$ cat config.mk
export PLATFORM = sky130hd
export DESIGN_NAME = fifo_uart_tx
export DESIGN_NICKNAME = d
export VERILOG_FILES = /design/src/rtl/fifo_uart_pkg.sv /design/src/rtl/uart_baud_gen.sv /design/src/rtl/fifo_uart_tx.sv
export SDC_FILE = /design/constraint.sdc
export NUM_CORES = 1
export LEC_CHECK = 0
export ABC_AREA = 1
export CELL_PAD_IN_SITES_DETAIL_PLACEMENT = 1
export CELL_PAD_IN_SITES_GLOBAL_PLACEMENT = 1
export CORE_UTILIZATION = 39
export DETAILED_ROUTE_END_ITERATION = 8
export GPL_ROUTABILITY_DRIVEN = 0
export PLACE_DENSITY_LB_ADDON = 0.12
export SLEW_MARGIN = 20
export SYNTH_ARGS = -nofsm -noshare
export SYNTH_HDL_FRONTEND = slang
export SYNTH_SLANG_ARGS = --single-unit
$ cat constraint.sdc
create_clock -name clk -period 4.1 [get_ports clk]
set_input_delay 0.82 -clock clk [delete_from_list [all_inputs] [get_ports clk]]
set_output_delay 0.82 -clock clk [all_outputs]
set_load 0.05 [all_outputs]
$ cat src/rtl/fifo_uart_pkg.sv
// Shared types and helpers for the FIFO-fed UART transmitter.
// The frame state set always carries PARITY; the transmitter only enters it
// when built with FIFO_UART_TX_PARITY_EN defined.
package fifo_uart_pkg;

  localparam int DATA_W = 8;

  typedef enum logic [2:0] {
    IDLE,
    POP,
    LOAD,
    START,
    DATA,
    PARITY,
    STOP
  } tx_state_t;

  // Even parity bit: makes the total count of ones (data + parity) even.
  function automatic logic even_parity(input logic [DATA_W-1:0] d);
    return ^d;
  endfunction

endpackage

$ cat src/rtl/uart_baud_gen.sv
// Bit-period timer: counts 0..CLKS_PER_BIT-1 and pulses bit_tick on the
// terminal count. clr restarts the count from zero.
module uart_baud_gen #(
  parameter int CLKS_PER_BIT = 16
) (
  input  logic clk,
  input  logic rst,
  input  logic clr,
  output logic bit_tick
);

  localparam int CW = (CLKS_PER_BIT > 1) ? $clog2(CLKS_PER_BIT) : 1;
  localparam logic [CW-1:0] TERM = CW'(CLKS_PER_BIT - 1);

  logic [CW-1:0] cnt_q, cnt_d;

  // Next count: restart on clear or terminal count, otherwise advance.
  always_comb begin
    cnt_d = cnt_q + CW'(1);
    if (clr || (cnt_q == TERM)) cnt_d = '0;
  end

  // Counter register.
  always_ff @(posedge clk) begin
    if (rst) cnt_q <= '0;
    else     cnt_q <= cnt_d;
  end

  assign bit_tick = (cnt_q == TERM);

endmodule

$ cat src/rtl/fifo_uart_tx.sv
// FIFO-fed UART transmitter: pops one byte from the FIFO read side and
// shifts it out LSB first as an 8N1 frame (8E1 when FIFO_UART_TX_PARITY_EN
// is defined). All outputs decode registered state only.
//
// Handshake with the FIFO: fifo_read_ctrl is a one-cycle pop strobe issued
// only from POP, which is reached only when the FIFO reported non-empty in
// IDLE; the popped byte is taken from fifo_read_data one cycle later in LOAD.
module fifo_uart_tx
  import fifo_uart_pkg::*;
#(
  parameter int CLKS_PER_BIT = 16,
  parameter int CNT_W        = 16
) (
  input  logic              clk,
  input  logic              rst,
  input  logic              tx_en,
  input  logic              fifo_is_empty,
  input  logic [DATA_W-1:0] fifo_read_data,
  output logic              fifo_read_ctrl,
  output logic              tx,
  output logic              busy,
  output logic [CNT_W-1:0]  bytes_sent,
  output tx_state_t         state_o
);

  if (CLKS_PER_BIT < 2) begin : g_bad_cpb
    $error("fifo_uart_tx: CLKS_PER_BIT must be >= 2");
  end

  localparam logic [2:0] LAST_BIT = 3'(DATA_W - 1);

  tx_state_t         state_q, state_d;
  logic [DATA_W-1:0] shift_q, shift_d;
  logic [2:0]        bit_idx_q, bit_idx_d;
  logic [CNT_W-1:0]  sent_q, sent_d;
  logic              bit_tick;
  logic              baud_clr;
`ifdef FIFO_UART_TX_PARITY_EN
  logic              parity_q, parity_d;
`endif

  // The bit period starts counting from the LOAD cycle so START lasts
  // exactly CLKS_PER_BIT cycles.
  assign baud_clr = (state_q == LOAD);

  uart_baud_gen #(
    .CLKS_PER_BIT(CLKS_PER_BIT)
  ) u_baud (
    .clk     (clk),
    .rst     (rst),
    .clr     (baud_clr),
    .bit_tick(bit_tick)
  );

  // State and datapath registers.
  always_ff @(posedge clk) begin
    if (rst) begin
      state_q   <= IDLE;
      shift_q   <= '0;
      bit_idx_q <= '0;
      sent_q    <= '0;
`ifdef FIFO_UART_TX_PARITY_EN
      parity_q  <= 1'b0;
`endif
    end else begin
      state_q   <= state_d;
      shift_q   <= shift_d;
      bit_idx_q <= bit_idx_d;
      sent_q    <= sent_d;
`ifdef FIFO_UART_TX_PARITY_EN
      parity_q  <= parity_d;
`endif
    end
  end

  // Next-state and datapath update; tx_en only gates leaving IDLE.
  always_comb begin
    state_d   = state_q;
    shift_d   = shift_q;
    bit_idx_d = bit_idx_q;
    sent_d    = sent_q;
`ifdef FIFO_UART_TX_PARITY_EN
    parity_d  = parity_q;
`endif
    case (state_q)
      IDLE: if (tx_en && !fifo_is_empty) state_d = POP;
      POP:  state_d = LOAD;
      LOAD: begin
        shift_d   = fifo_read_data;
        bit_idx_d = '0;
`ifdef FIFO_UART_TX_PARITY_EN
        parity_d  = even_parity(fifo_read_data);
`endif
        state_d   = START;
      end
      START: if (bit_tick) begin
        bit_idx_d = '0;
        state_d   = DATA;
      end
      DATA: if (bit_tick) begin
        shift_d = {1'b0, shift_q[DATA_W-1:1]};
        if (bit_idx_q == LAST_BIT) begin
`ifdef FIFO_UART_TX_PARITY_EN
          state_d = PARITY;
`else
          state_d = STOP;
`endif
        end else begin
          bit_idx_d = bit_idx_q + 3'd1;
        end
      end
`ifdef FIFO_UART_TX_PARITY_EN
      PARITY: if (bit_tick) state_d = STOP;
`endif
      STOP: if (bit_tick) begin
        sent_d  = sent_q + CNT_W'(1);
        state_d = IDLE;
      end
      default: state_d = IDLE;
    endcase
  end

  // Output decode from registered state.
  always_comb begin
    tx             = 1'b1;
    fifo_read_ctrl = 1'b0;
    busy           = (state_q != IDLE);
    case (state_q)
      POP:   fifo_read_ctrl = 1'b1;
      START: tx = 1'b0;
      DATA:  tx = shift_q[0];
`ifdef FIFO_UART_TX_PARITY_EN
      PARITY: tx = parity_q;
`endif
      default: tx = 1'b1;
    endcase
  end

  assign bytes_sent = sent_q;
  assign state_o    = state_q;

endmodule

==> run_results.csv, run 1 <==
group,metric,value,unit
worst_hold_path,hold-path-endpoint,"u_baud.cnt_q[0]",
final_layout,num_antenna_cells,0,
power,power.leakage,0.904,nW
die,fp.dieArea,4700,um^2
detailed_routing,vias_per_cell,4.95,
clock_tree,clk_pin_slew_worst_paths,70,ps
setup_path,crit_path_end_kind,"primary output",
logic_synthesis,synth_top_area_share,39.4,%
sta,tns,0,ps
clock_tree,cts_root_buf,"clkbuf_8",
sta,hold_viol_final,0,
power,total_power,1.06,mW
setup_path,crit_required,3280,ps
die,die_h,68.6,um
sta,skew,3.38,ps
final_layout,drive_gt1_share,8.65,%
die,initial_core_util,42.0,%
worst_hold_path,hold_depth,1,
sta,setup_viol,0,
power,ir_worst_vdd,201,uV
clock_tree,clk_latency,280,ps
global_routing,first_global_vias,1614,
setup_path,path_class,"flip-flop to primary output",
sta,rsz0062_at_grt,"false",
sta,worst_slew_pin_slew,758,ps
logic_synthesis,synth_cell_types,24,
sta,period_minus_slack,3050,ps
detailed_routing,drt_iter0_markers,79,
clock_tree,cts_hold_buffers,0,
worst_hold_path,hold_path_class,"flip-flop to flip-flop",
setup_path,path_delay_family,"buffers and inverters",
clock_tree,h-tree-depth,2,
die,ios,34,
global_routing,gr-total-overflow,0,
setup_path,reg2reg_from,"u_baud.cnt_q[0]",
detailed_routing,routed_wl,4.33,mm
detailed_routing,drcViolationCount,0,
global_routing,grt_max_degree,27,
setup_path,critPathArrivalTime,2230,ps
clock_tree,cts_sinks,34,
sta,finalCritPeriodShare,74.3,%
setup_path,path_common_cell,"nand2_1",
global_routing,grtUsageTotal,21.0,%
worst_hold_path,min_from,"u_baud.cnt_q[0]",
setup_path,r2r_cells,8,
detailed_routing,vias,1677,
logic_synthesis,yosys-top-cells-area,"dfxtp_1 (39%), nand2_1 (12%), nor2_1 (9.6%)",
clock_tree,cts_buffers,5,
sta,slew_headroom,49.4,%
logic_synthesis,syn_area_per_cell,6.83,um^2
sta,final_max_slew_viol_count,0,
place,port_buffers,33,
final_layout,syn2layout_area_growth,25.5,%
setup_path,cp_max_fo,17,
clock_tree,cts_tree,"built",
setup_path,path_cells,"nor2_2 > nand2_2 > inv_1 > nand2_1 > nand2_1 > clkdlybuf4s50_1",
detailed_routing,routedWlPerCell,12.8,um
clock_tree,cts_resized,0,
logic_synthesis,synth.ff_latch_count,34,
logic_synthesis,syn_nets,269,
clock_tree,clockBufferDepth,2,
setup_path,r2r_setup_slack,2100,ps
clock_tree,cts_setup_buffers,0,
detailed_routing,ant_nets,0,
outcome,status,"finished, final reports clean",
logic_synthesis,synth_area,1730,um^2
job,drv_cap,0,
logic_synthesis,syn_inst,253,
final_layout,final_nets,304,
die,core,4120,um^2
power,power_density,486,nW/um^2
logic_synthesis,ys_seq_area_share,39.4,%
global_routing,grt_pass1_wl,7.26,mm
sta,max_clock_freq,328,MHz
die,die_w,68.6,um
place,place_hpwl,3.22,mm
setup_path,slowest_delay,800,ps
setup_path,cp_slowest_cell,"clkdlybuf4s50_1",
global_routing,antenna_found_initial,0,
logic_synthesis,synth_warnings,0,
die,rows,23,
setup_path,startpoint_type,"flip-flop",
final_layout,final_cell_area,2170,um^2
place,place_area,2080,um^2
detailed_routing,dr.pass1.iters,4,
setup_path,worstReg2RegEnd,"bytes_sent[14]",
logic_synthesis,yosysTopAreaCell,"dfxtp_1",
setup_path,path_buf_inv,2,
-- metrics by stage --
stage	setup slack (ps)	utilization [%]	hold WS [ps]	std cells
after floorplan	1820	-	418	253
after global placement	1440	50.5	432	331
after detailed placement	1370	50.5	434	331
after CTS	1050	52.8	450	339
after global routing	914	52.8	479	339
final	1050	52.8	444	339
-- per-layer routing --
| metal | vias up | global-route usage, % | wire length (um) |
|---|---|---|---|
| met2 | 26 | 35.3 | 2090 |
| met4 | 0 | 6.77 | 44 |
| met5 | - | 0 | 0 |
| li1 | 867 | - | - |
| met1 | 779 | 26.1 | 2020 |
| met3 | 5 | 5.10 | 175 |
-- layout make-up --
class                      count  area [um^2]
clock buffer                   7         86.3
timing repair buffer          33          330
tap                           50         62.6
sequential                    34          681
inverter                      33          124
fill                         566         1940
clock inverter                 1         5.00
multi-input combinational    181          882
-- registers in the layout, indices dropped and copies added (netlist names) --
signal / cells
bit_idx_q: 3
bytes_sent: 16
shift_q: 8
state_o: 3
u_baud.cnt_q: 4
-- report_power, final --
part	switching, mW	total [mW]	internal (mW)
Combinational	0.268	0.392	0.124
Clock	0.122	0.258	0.136
Sequential	0.0319	0.406	0.374
-- kinds of logic after synthesis --
group | synth area share [%]
flops | 39.4
compound gates | 9.91
buf+inv | 9.62
simple gates | 36.2
fa+ha+maj | 2.89
xor+xnor | 2.03
-- placed cells by master, fill, tap and decap left out, types with 2 or more instances in the layout --
| master | count |
|---|---|
| a21oi_1 | 12 |
| clkbuf_8 | 6 |
| clkdlybuf4s50_1 | 33 |
| dfxtp_1 | 34 |
| ha_1 | 4 |
| inv_1 | 31 |
| inv_2 | 2 |
| nand2_1 | 56 |
| nand2_2 | 5 |
| nand3_1 | 16 |
| nand3_2 | 3 |
| nand4_1 | 6 |
| nor2_1 | 44 |
| nor2_2 | 6 |
| nor3_1 | 2 |
| o21ai_0 | 15 |
| o21ai_1 | 3 |
| o21bai_1 | 2 |
| xor2_1 | 3 |
-- Yosys cell counts, drive strengths merged --
| master | number |
|---|---|
| nor2 | 51 |
| a31oi | 1 |
| buf | 4 |
| o21ai | 18 |
| xnor2 | 1 |
| dfxtp | 34 |
| nand4 | 7 |
| o21bai | 2 |
| inv | 33 |
| clkbuf | 1 |
| nand2 | 61 |
| ha | 4 |
| a21oi | 12 |
| xor2 | 3 |
| nand3 | 19 |
| nor3 | 2 |
-- worst max path at each step --
stage	from	end	slack, ps	depth (start not counted)
2_1_floorplan	state_o[2]	tx	1820	4
3_3_place_gp	state_o[1]	tx	1440	6
3_5_place_dp	state_o[1]	tx	1370	6
4_1_cts	state_o[1]	tx	1050	6
5_1_grt	state_o[1]	tx	910	6
6_report	state_o[1]	tx	1050	6
(Power assumes the default switching activity.)
==> run 2: changes to the inputs <==
--- a/config.mk
+++ b/config.mk
@@ -8,7 +8,7 @@
 export ABC_AREA = 1
 export CELL_PAD_IN_SITES_DETAIL_PLACEMENT = 1
 export CELL_PAD_IN_SITES_GLOBAL_PLACEMENT = 1
-export CORE_UTILIZATION = 39
+export CORE_UTILIZATION = 36
 export DETAILED_ROUTE_END_ITERATION = 8
 export GPL_ROUTABILITY_DRIVEN = 0
 export PLACE_DENSITY_LB_ADDON = 0.12
==> constraint.sdc (replaced) <==
create_clock -name clk -period 3.1 [get_ports clk]
set_input_delay 0.62 -clock clk [delete_from_list [all_inputs] [get_ports clk]]
set_output_delay 0.62 -clock clk [all_outputs]
set_load 0.05 [all_outputs]
==> run_results.csv, run 2 (synthesized netlist as in run 1, its figures left out) <==
group,metric,value,unit
clock_tree,cts_setup_buffers,0,
setup_path,crit_required,2480,ps
global_routing,grtUsageTotal,18.5,%
die,fp.dieArea,5080,um^2
final_layout,stdcell_count,342,
die,die_w,71.3,um
global_routing,gr-total-overflow,0,
sta,worst_slew_pin_slew,615,ps
clock_tree,cts_sinks,34,
detailed_routing,ant_nets,0,
die,initial_core_util,38.6,%
sta,skew,6.47,ps
detailed_routing,drt_iter0_markers,59,
final_layout,drive_gt1_share,9.31,%
setup_path,crit_path_end_kind,"primary output",
final_layout,seqCellArea,681,um^2
final_layout,multi_input_area,882,um^2
detailed_routing,routedWlPerCell,12.7,um
detailed_routing,drcViolationCount,2,
sta,setup_viol,0,
final_layout,final_cell_mix,"nand2_1 (56), nor2_1 (44), dfxtp_1 (34), clkdlybuf4s50_1 (33), inv_1 (31)",
place,port_buffers,33,
die,die_h,71.3,um
sta,tns,0,ps
final_layout,final_common_cell,"nand2_1",
sta,period_minus_slack,2830,ps
place,place_hpwl,3.24,mm
sta,final_max_slew_viol_count,0,
clock_tree,clk_pin_slew_worst_paths,70,ps
clock_tree,clockBufferDepth,2,
final_layout,syn2layout_area_growth,26.3,%
final_layout,final_nets,305,
sta,finalCritPeriodShare,91.2,%
detailed_routing,vias,1669,
clock_tree,h-tree-depth,2,
sta,max_clock_freq,354,MHz
die,ios,34,
setup_path,path_class,"flip-flop to primary output",
outcome,status,"complete, but fails checks",
power,power.leakage,0.907,nW
job,drv_cap,0,
final_layout,num-fill-cells,579,
sta,fin_hold_ws,447,ps
worst_hold_path,hold_depth,2,
clock_tree,cts_hold_buffers,0,
global_routing,antenna_found_initial,0,
detailed_routing,dr.pass1.iters,6,
setup_path,startpoint_type,"flip-flop",
power,total_power,1.40,mW
clock_tree,cts_resized,0,
place,dp_cells,334,
worst_hold_path,hold_path_class,"flip-flop to flip-flop",
setup_path,r2r_cells,8,
global_routing,grt_pass1_wl,7.45,mm
detailed_routing,routed_wl,4.34,mm
global_routing,grt_max_degree,18,
setup_path,cp_max_fo,17,
clock_tree,cts_root_buf,"clkbuf_8",
global_routing,first_global_vias,1656,
final_layout,final_core_util,48.8,%
final_layout,num_antenna_cells,0,
detailed_routing,vias_per_cell,4.88,
setup_path,critPathArrivalTime,2210,ps
clock_tree,clk_latency,280,ps
clock_tree,cts_buffers,5,
sta,rsz0062_at_grt,"false",
power,ir_worst_vdd,275,uV
sta,hold_viol_final,0,
die,rows,24,
sta,slew_headroom,59.0,%
die,core,4470,um^2
outcome,violations,"DRC",
clock_tree,cts_tree,"built",
final_layout,largest_reg_flops,16,
power,power_density,640,nW/um^2
-- run 2: cell types whose count changed in the layout (fill, tap and decap cells not counted), sizes merged --
cell,previous run,this run
buf,0,1
clkinvlp,0,1
clkbuf,7,6
-- run 2: power by group --
| group | leakage, nW | internal [mW] | switching [mW] |
|---|---|---|---|
| Clock | 0.0472 | 0.179 | 0.169 |
| Sequential | 0.276 | 0.495 | 0.0428 |
| Combinational | 0.584 | 0.165 | 0.348 |
| Total | 0.907 | 0.838 | 0.560 |
-- run 2: area by class of cell --
| cell class | instances | share of cell area, % |
|---|---|---|
| well taps | 52 | 2.98 |
| clock inverters | 2 | 0.573 |
| clock buffers | 6 | 3.78 |
| inverters | 33 | 5.67 |
| repair buffers | 34 | 15.5 |
| multi-input cells | 181 | 40.4 |
| flip-flops and latches | 34 | 31.2 |
-- run 2: per-stage QoR --
| stage | worst slack [ps] | instance area (um^2) |
|---|---|---|
| detailed placement | 568 | 2090 |
| floorplan | 1020 | 1730 |
| global placement | 639 | 2090 |
| global route | 137 | 2180 |
| finish | 272 | 2180 |
| CTS | 259 | 2180 |
-- run 2: worst max-delay path: stages, from the launching register on --
cell and delay (ps):
dfxtp_1 380, nor2_2 220, nand2_2 230, inv_1 180, nand2_1 60, nand2_1 50, clkdlybuf4s50_1 800
-- run 2: worst paths after layout --
kind | start | end | slack (ps)
setup reg to reg | u_baud.cnt_q[0] | bytes_sent[14] | 1100
hold reg to reg | shift_q[3] | shift_q[3] | 450
setup / recovery | state_o[1] | tx | 270
hold / removal | shift_q[3] | shift_q[3] | 450
-- run 2: per-layer routing --
metal | up-vias | track usage (%) | part of all wire (%)
li1 | 870 | - | -
met1 | 775 | 25.0 | 52
met2 | 20 | 30.3 | 44
met3 | 4 | 3.52 | 2.6
met4 | 0 | 5.33 | 0.97
met5 | - | 0 | 0
==> run 3: changes to the inputs <==
--- a/config.mk
+++ b/config.mk
@@ -8,6 +8,7 @@
 export ABC_AREA = 1
 export CELL_PAD_IN_SITES_DETAIL_PLACEMENT = 1
 export CELL_PAD_IN_SITES_GLOBAL_PLACEMENT = 1
+export CORE_MARGIN = 1
 export CORE_UTILIZATION = 36
 export DETAILED_ROUTE_END_ITERATION = 8
 export GPL_ROUTABILITY_DRIVEN = 0
==> results of run 3 <==
The final DEF is identical to that of run 2; final timing and power are the same.
